`config.mk`:
```
export PLATFORM = sky130hd
export DESIGN_NAME = dsdac_multi
export DESIGN_NICKNAME = d
export VERILOG_FILES = /design/src/rtl/dsdac_multi.sv
export SDC_FILE = /design/constraint.sdc
export NUM_CORES = 1
export LEC_CHECK = 0
export CORE_UTILIZATION = 65
export CTS_CLUSTER_SIZE = 10
export DETAILED_ROUTE_END_ITERATION = 8
export DONT_BUFFER_PORTS = 1
export PLACE_DENSITY = 0.81
export SETUP_SLACK_MARGIN = 0.5
export SLEW_MARGIN = 30
export SYNTH_ARGS = -nofsm -noshare
export SYNTH_HDL_FRONTEND = slang
export SYNTH_SLANG_ARGS = --single-unit
```
`constraint.sdc`:
```
create_clock -name clk -period 5.9 [get_ports clk]
set_clock_uncertainty 0.05 [all_clocks]
set_input_delay 1.18 -clock clk [delete_from_list [all_inputs] [get_ports clk]]
set_output_delay 1.18 -clock clk [all_outputs]
set_load 0.1 [all_outputs]
```
`src/rtl/dsdac_multi.sv`:
```
// Multi-channel first-order delta-sigma DAC: one-frame hold buffer, sample-rate divider, soft-mute gain ramp.
// Optional macro DSDAC_DITHER_EN adds one bit of LFSR dither to each channel's modulator input.
module dsdac_multi #(
    parameter int WIDTH     = 8,
    parameter int CHANNELS  = 2,
    parameter int RATE_DIV  = 256,
    parameter int GAIN_BITS = 4
) (
    input  logic                      clk,
    input  logic                      reset_n,
    input  logic [CHANNELS*WIDTH-1:0] sample_data,
    input  logic                      sample_valid,
    output logic                      sample_ready,
    input  logic                      silent,
    output logic [CHANNELS-1:0]       analog,
    output logic                      muted,
    output logic                      underrun,
    output logic                      tick
);
    localparam int CW = $clog2(RATE_DIV);
    localparam int GW = GAIN_BITS + 1;
    localparam int PW = WIDTH + GAIN_BITS + 1;
    localparam int SW = WIDTH + 2;
    localparam logic [CW-1:0] CNT_LAST = CW'(RATE_DIV - 1);
    localparam logic [CW-1:0] CNT_PRE  = CW'(RATE_DIV - 2);
    localparam logic [GW-1:0] GAIN_MAX = {1'b1, {GAIN_BITS{1'b0}}};

    typedef enum logic [1:0] {MUTED, RAMP_UP, PLAY, RAMP_DOWN} state_t;

    logic [CW-1:0]             cnt;
    logic                      hold_full;
    logic [CHANNELS*WIDTH-1:0] hold;
    logic [CHANNELS*WIDTH-1:0] active;
    state_t                    state, state_nx;
    logic [GW-1:0]             gain, gain_nx;

    // tick is registered one count early so it is high exactly while cnt == RATE_DIV-1
    always_ff @(posedge clk or negedge reset_n) begin
        if (!reset_n) begin
            cnt  <= '0;
            tick <= 1'b0;
        end else begin
            cnt  <= (cnt == CNT_LAST) ? '0 : cnt + CW'(1);
            tick <= (cnt == CNT_PRE);
        end
    end

    // Handshake: a frame transfers on any rising edge where sample_valid && sample_ready;
    // sample_ready is the registered "hold empty" flag and never depends on sample_valid.
    always_ff @(posedge clk or negedge reset_n) begin
        if (!reset_n) begin
            hold_full <= 1'b0;
            hold      <= '0;
            active    <= '0;
        end else if (tick && hold_full) begin
            active    <= hold;
            hold_full <= 1'b0;
        end else if (sample_valid && !hold_full) begin
            hold      <= sample_data;
            hold_full <= 1'b1;
        end
    end

    assign sample_ready = ~hold_full;
    assign underrun     = tick & ~hold_full;

    always_ff @(posedge clk or negedge reset_n) begin
        if (!reset_n) begin
            state <= MUTED;
            gain  <= '0;
        end else begin
            state <= state_nx;
            gain  <= gain_nx;
        end
    end

    // Direction follows silent on every clock; the gain itself only moves on ticks.
    always_comb begin
        state_nx = state;
        gain_nx  = gain;
        case (state)
            MUTED: begin
                if (!silent) state_nx = RAMP_UP;
            end
            RAMP_UP: begin
                if (silent) begin
                    state_nx = RAMP_DOWN;
                end else if (gain == GAIN_MAX) begin
                    state_nx = PLAY;
                end else if (tick) begin
                    gain_nx = gain + GW'(1);
                    if (gain_nx == GAIN_MAX) state_nx = PLAY;
                end
            end
            PLAY: begin
                if (silent) state_nx = RAMP_DOWN;
            end
            RAMP_DOWN: begin
                if (!silent) begin
                    state_nx = RAMP_UP;
                end else if (gain == '0) begin
                    state_nx = MUTED;
                end else if (tick) begin
                    gain_nx = gain - GW'(1);
                    if (gain_nx == '0) state_nx = MUTED;
                end
            end
            default: begin
                state_nx = MUTED;
                gain_nx  = '0;
            end
        endcase
    end

    assign muted = (state == MUTED);

`ifdef DSDAC_DITHER_EN
    logic [15:0] lfsr;

    always_ff @(posedge clk or negedge reset_n) begin
        if (!reset_n) lfsr <= 16'hACE1;
        else          lfsr <= {lfsr[0] ^ lfsr[2] ^ lfsr[3] ^ lfsr[5], lfsr[15:1]};
    end
`endif

    for (genvar k = 0; k < CHANNELS; k++) begin : g_ch
        logic signed [WIDTH-1:0] s;
        logic signed [PW-1:0]    prod;
        logic [WIDTH-1:0]        scaled;
        logic [WIDTH-1:0]        u;
        logic [WIDTH-1:0]        u_eff;
        logic [SW-1:0]           sigma;
        logic [SW-1:0]           fb;

        assign s      = active[k*WIDTH +: WIDTH];
        assign prod   = $signed({{(PW-WIDTH){s[WIDTH-1]}}, s}) * $signed({{(PW-GW){1'b0}}, gain});
        assign scaled = WIDTH'(prod >>> GAIN_BITS);
        // adding 2^(WIDTH-1) modulo 2^WIDTH is an MSB flip
        assign u      = {~scaled[WIDTH-1], scaled[WIDTH-2:0]};

`ifdef DSDAC_DITHER_EN
        logic [WIDTH:0] u_sum;
        assign u_sum = {1'b0, u} + (WIDTH+1)'(lfsr[0] ^ lfsr[8 + (k % 8)]);
        assign u_eff = u_sum[WIDTH] ? {WIDTH{1'b1}} : u_sum[WIDTH-1:0];
`else
        assign u_eff = u;
`endif

        assign fb = {sigma[SW-1], sigma[SW-1], {WIDTH{1'b0}}};

        always_ff @(posedge clk or negedge reset_n) begin
            if (!reset_n) sigma <= {2'b01, {WIDTH{1'b0}}};
            else          sigma <= sigma + {2'b00, u_eff} + fb;
        end

        assign analog[k] = sigma[SW-1];
    end

endmodule
```
## After elaboration in Yosys (flattened, before gate mapping)

Index checks and enable logic that the tools add are counted.

| cells by class | value |
|---|---|
| bitwise gates (word level) | 5 |
| add/sub/neg operators | 7 |
| eq/ne operators | 19 |
| mux-type cells | 21 |
| reductions and logical operators | 11 |
| multiply operators | 2 |

Operators by type and width:

| kind | number |
|---|---|
| $mux W5 | 6 |
| $mul A8 B6 Y12 | 2 |
| $add A10 B10 Y10 | 2 |
| $add A10 B8 Y10 | 2 |
| $mux W2 | 10 |
| $eq A8 B8 Y1 const B | 2 |
| $ne A2 B2 Y1 const B | 8 |
| $ne A4 B4 Y1 const B | 4 |
| $eq A5 B5 Y1 const B | 2 |
| $logic_not A5 Y1 | 2 |
| $pmux W5 S2 | 1 |
| $add A8 B1 Y8 const B | 1 |
| $mux W8 | 1 |
| $pmux W2 S4 | 1 |
| $reduce_and A7 Y1 | 1 |
| $reduce_and A6 Y1 | 1 |
| $add A5 B1 Y5 const B | 1 |
| $sub A5 B1 Y5 const B | 1 |
| $eq A2 B2 Y1 const B | 2 |
| $not A1 Y1 | 4 |
| $reduce_bool A2 Y1 | 2 |
| $eq A2 B1 Y1 const B | 1 |
| $logic_and A1 B1 Y1 | 2 |
| $logic_not A2 Y1 | 1 |
| 4 further kinds | 5 |

| storage, ports and cells | value |
|---|---|
| bits in registers | 69 |
| word-level logic and storage cells | 74 |
| input port bits | 20 |
| output and inout bits | 6 |

## Depth between registers and ports, before layout

| logic depth | value |
|---|---|
| word-level depth | 7 |
| mapped depth | 20 |
| depth with buffers taken out | 18 |

## Worst setup path before layout

Ideal clock, no wire load.

| timing path | value |
|---|---|
| path type | register to register |
| start | reg gain[2] |
| end | reg g_ch[1].sigma[8] |
| period minus slack after synthesis | 4.723 ns |
| data required time | 5.775 ns |
| cell stages (with the launch flop) | 21 |
| buffers on the path | 2 |
| arrival | 4.598 ns |
| path slack | 1.177 ns |
| setup time | 0.075 ns |
| cells stage by stage | dfrtp_1 clkbuf_1 clkbuf_1 nand2_1 fa_1 inv_1 fa_1 inv_1 fa_1 inv_1 ha_1 a21o_1 a21o_1 a41o_1 a21o_1 xor2_1 ha_1 nor3_1 o21ai_0 a31oi_1 xnor2_1 |

| between the ends | value |
|---|---|
| cells in the longest elaborated chain, start to end | 4 |

Ends and longest elaborated chain:

| element | RTL line | source |
|---|---|---|
| start, declared | 35 | `logic [GW-1:0] gain, gain_nx;` |
| start signal, assigned | 73 | `gain <= gain_nx;` |
| $mul A8 B6 Y12 (*) | 136 | `assign prod = $signed({{(PW-WIDTH){s[WIDTH-1]}}, s}) * $signed({{(PW-GW){1'b0}}, gain});` |
| $not A1 Y1 | 139 | `assign u = {~scaled[WIDTH-1], scaled[WIDTH-2:0]};` |
| $add A10 B8 Y10 (*) | 153 | `else sigma <= sigma + {2'b00, u_eff} + fb;` |
| $add A10 B10 Y10 (*) | 153 |  |
| end signal, assigned | 152 | `if (!reset_n) sigma <= {2'b01, {WIDTH{1'b0}}};` |
| end signal, assigned | 153 |  |
| end, declared | 132 | `logic [SW-1:0] sigma;` |

Every way passes the cells marked *; elsewhere a longest branch is shown, timed or not.
A chain may end at the register's enable or synchronous reset.

## Worst setup path after layout

| timing path | value |
|---|---|
| start | reg gain[0] |
| end | reg g_ch[1].sigma[9] |

The elaborated chain is that of the path after synthesis.

==> metrics.cfg <==
[worst_hold_path]
hold_class=register to register
holdPathStages=1

[timing]
finalCritPeriodShare=0.859
max_slew_margin=0.397
setup_violations=0
rsz0062_at_grt=false
worst_slew_pin_slew_ns=0.905
period_minus_slack_ns=5.07
setup_slack_ns=0.831
fmax_mhz=197
fin_setup_tns_ns=0
hold_viol_final=0
drv_slew=0
whs_ns=0.425

[synthesis]
synth.avg_cell_area_um2=10.3
synthArstFlopShare=1.00
ys_types=49
synth_most_common_cell=inv_1
yosysWarnings=0
syn_area_um2=5870
synthTopCellsByArea=dfrtp_1 29%, fa_1 16%, ha_1 13%
synth_area_leader_cell=dfrtp_1
synth_seq_cells=69
netlist.area_leader.share=0.286
yosys-top-cells-count=81 x inv_1, 67 x and2_1, 67 x dfrtp_1, 63 x ha_1, 46 x fa_1
synth_edf_count=0
synth_flop_cell=dfrtp_1
synth-seq-area-share=0.294
synth_fp_nets=698
syn_inst=569

[final_layout]
final_cells=677
fin_nets=694
n_antenna_cell=0
area_delta_synth_final_pct=4.18
final_area_um2=6120
fillers=629
drive_above_1_share=0.100
regArea_um2=1730
multi_input_area_um2=3770

[setup_path]
slowest_stage=dfrtp_1
critPathArrivalTime_ns=5.25
rr_worst_depth=18
path_cells=nand2_1, fa_1, inv_1, fa_1, inv_1, fa_1, inv_1, ha_1, a21o_1, a21o_1, a41o_1, a21o_1, xor2_1, ha_1, nor4_1, o21ai_0, nand3_1, o21ai_0
cp_max_fo=23
worstSetupEndpointType=register
crit_cells=18
critical_path_class=register to register
max_stage_delay_ns=0.78
crit_path_start_kind=register
path_buf_inv=3
cp_top_family=adder cells
crit_required_ns=6.08

[floorplan]
start_util=0.673
die_x_um=97.0
core_um2=8720
die_y_um=97.0
rows=34
die-area_um2=9420
ios=26

[clocking]
cts_tree=yes
cts.clk_slew.worst_paths_ns=0.07
clockBufferDepth=2
clock-sinks=69
h-tree-depth=3
ctsRootBufferMaster=clkbuf_8
clk_latency_ns=0.35
cts_resized=0
hold_buffers=0
cts_setup_buffers=0
cts-buffers-inserted=9

[routing]
ant_nets=0
wl_per_cell_um=14.2
vias_per_cell=5.46
dr.pass1.iters=6
remaining_drc_errors=0
first_iter_violations=120
wirelength_um=9640
via_count=3694

[global_routing]
grt_pass1_wl_um=17300
track_usage=0.229
grt_max_degree=70
antenna_found_initial=0
grt_pass1_vias=3907
overflow=0

[place]
placedCellCount=662
place_area_um2=5950
gp_congestion=0.810
dp_slack_ns=0.894
io_buffer_count=0
dpl.hpwl_um=7460

[power_and_ir_drop]
p_leak_nw=3.22
pwr_density_cell_nw_per_um2=154
peakVddDrop_v=0.000234

[run_status]
outcome=finished, final reports clean

[run]
drv_cap=0

[cell usage in the layout, fill, tap and decap left out, types with 4 or more instances in the layout]
| cell | netlist | layout |
|---|---|---|
| fa_1 | 46 | 46 |
| nor2_1 | 23 | 23 |
| nand2_1 | 21 | 21 |
| dfrtp_1 | 67 | 66 |
| inv_1 | 81 | 81 |
| xnor2_1 | 35 | 35 |
| clkbuf_8 | 0 | 9 |
| nor2b_1 | 7 | 6 |
| a21o_1 | 9 | 9 |
| mux2_2 | 32 | 32 |
| xor2_1 | 16 | 16 |
| o21ai_0 | 14 | 14 |
| and2_1 | 67 | 67 |
| a31oi_1 | 5 | 5 |
| ha_1 | 63 | 62 |
| a21oi_1 | 17 | 17 |
| nand3_1 | 5 | 5 |
| nor3_1 | 4 | 4 |
[flip-flops by register name (all words and copies together), names as in the netlist]
signal	flops
tick	1
g_ch.sigma	20
gain	5
hold_full	1
hold	16
cnt	8
state	2
active	16
[final cells by class]
type,instances,area share
multi-input cells,403,0.617
inverters,81,0.0497
repair buffers,1,0.00123
well taps,108,0.0221
clock inverters,6,0.00675
flip-flops and latches,69,0.283
clock buffers,9,0.0202
[worst register-to-register path, cell delays in order, from the launching register on]
cell     delay [ns]
dfrtp_1        0.78
nand2_1        0.21
fa_1           0.57
inv_1          0.05
fa_1           0.47
inv_1          0.05
fa_1           0.52
inv_1          0.05
ha_1           0.36
a21o_1         0.22
a21o_1         0.18
a41o_1         0.20
a21o_1         0.18
xor2_1         0.14
ha_1           0.21
nor4_1         0.31
o21ai_0        0.17
nand3_1        0.15
o21ai_0        0.10
[layer usage]
metal	global-route usage	vias to the layer above	wire [um]
met3	0.0325	9	311
li1	-	1833	-
met5	0	-	0
met1	0.301	1797	4550
met4	0.0850	0	116
met2	0.385	55	4660
[per-stage QoR]
stage	utilization	power [mW]
3_3_place_gp	0.681	0.602
6_report	0.701	0.940
2_1_floorplan	-	0.593
4_1_cts	0.701	0.947
3_5_place_dp	0.682	0.610
5_1_grt	0.701	0.985
[cells by family (layout without fill, tap and decap cells)]
logic type	after synthesis	count (layout)	synth area share
flops	69	69	0.294
buf+inv	97	97	0.0643
mux	35	35	0.0669
simple gates	142	142	0.134
compound gates	66	66	0.0733
xor+xnor	51	51	0.0761
fa+ha+maj	109	109	0.291
[power breakdown]
part / internal, mW / switching (mW) / total [mW]
Combinational: 0.0431 / 0.0637 / 0.107
Clock: 0.149 / 0.189 / 0.338
Sequential: 0.486 / 0.0100 / 0.496
[path summary, 6_finish.rpt]
| kind | from | endpoint | slack (ns) |
|---|---|---|---|
| worst max-delay path | gain[0] | g_ch[1].sigma[9] | 0.83 |
| worst min-delay path | cnt[4] | cnt[4] | 0.42 |
| worst max register to register | gain[0] | g_ch[1].sigma[9] | 0.83 |
| worst min register to register | cnt[4] | cnt[4] | 0.42 |
| max in group asynchronous | reset_n | g_ch[0].sigma[8] | 5.15 |
| min in group asynchronous | reset_n | g_ch[0].sigma[3] | 0.46 |
No activity file was read; power rests on OpenSTA's default activity.
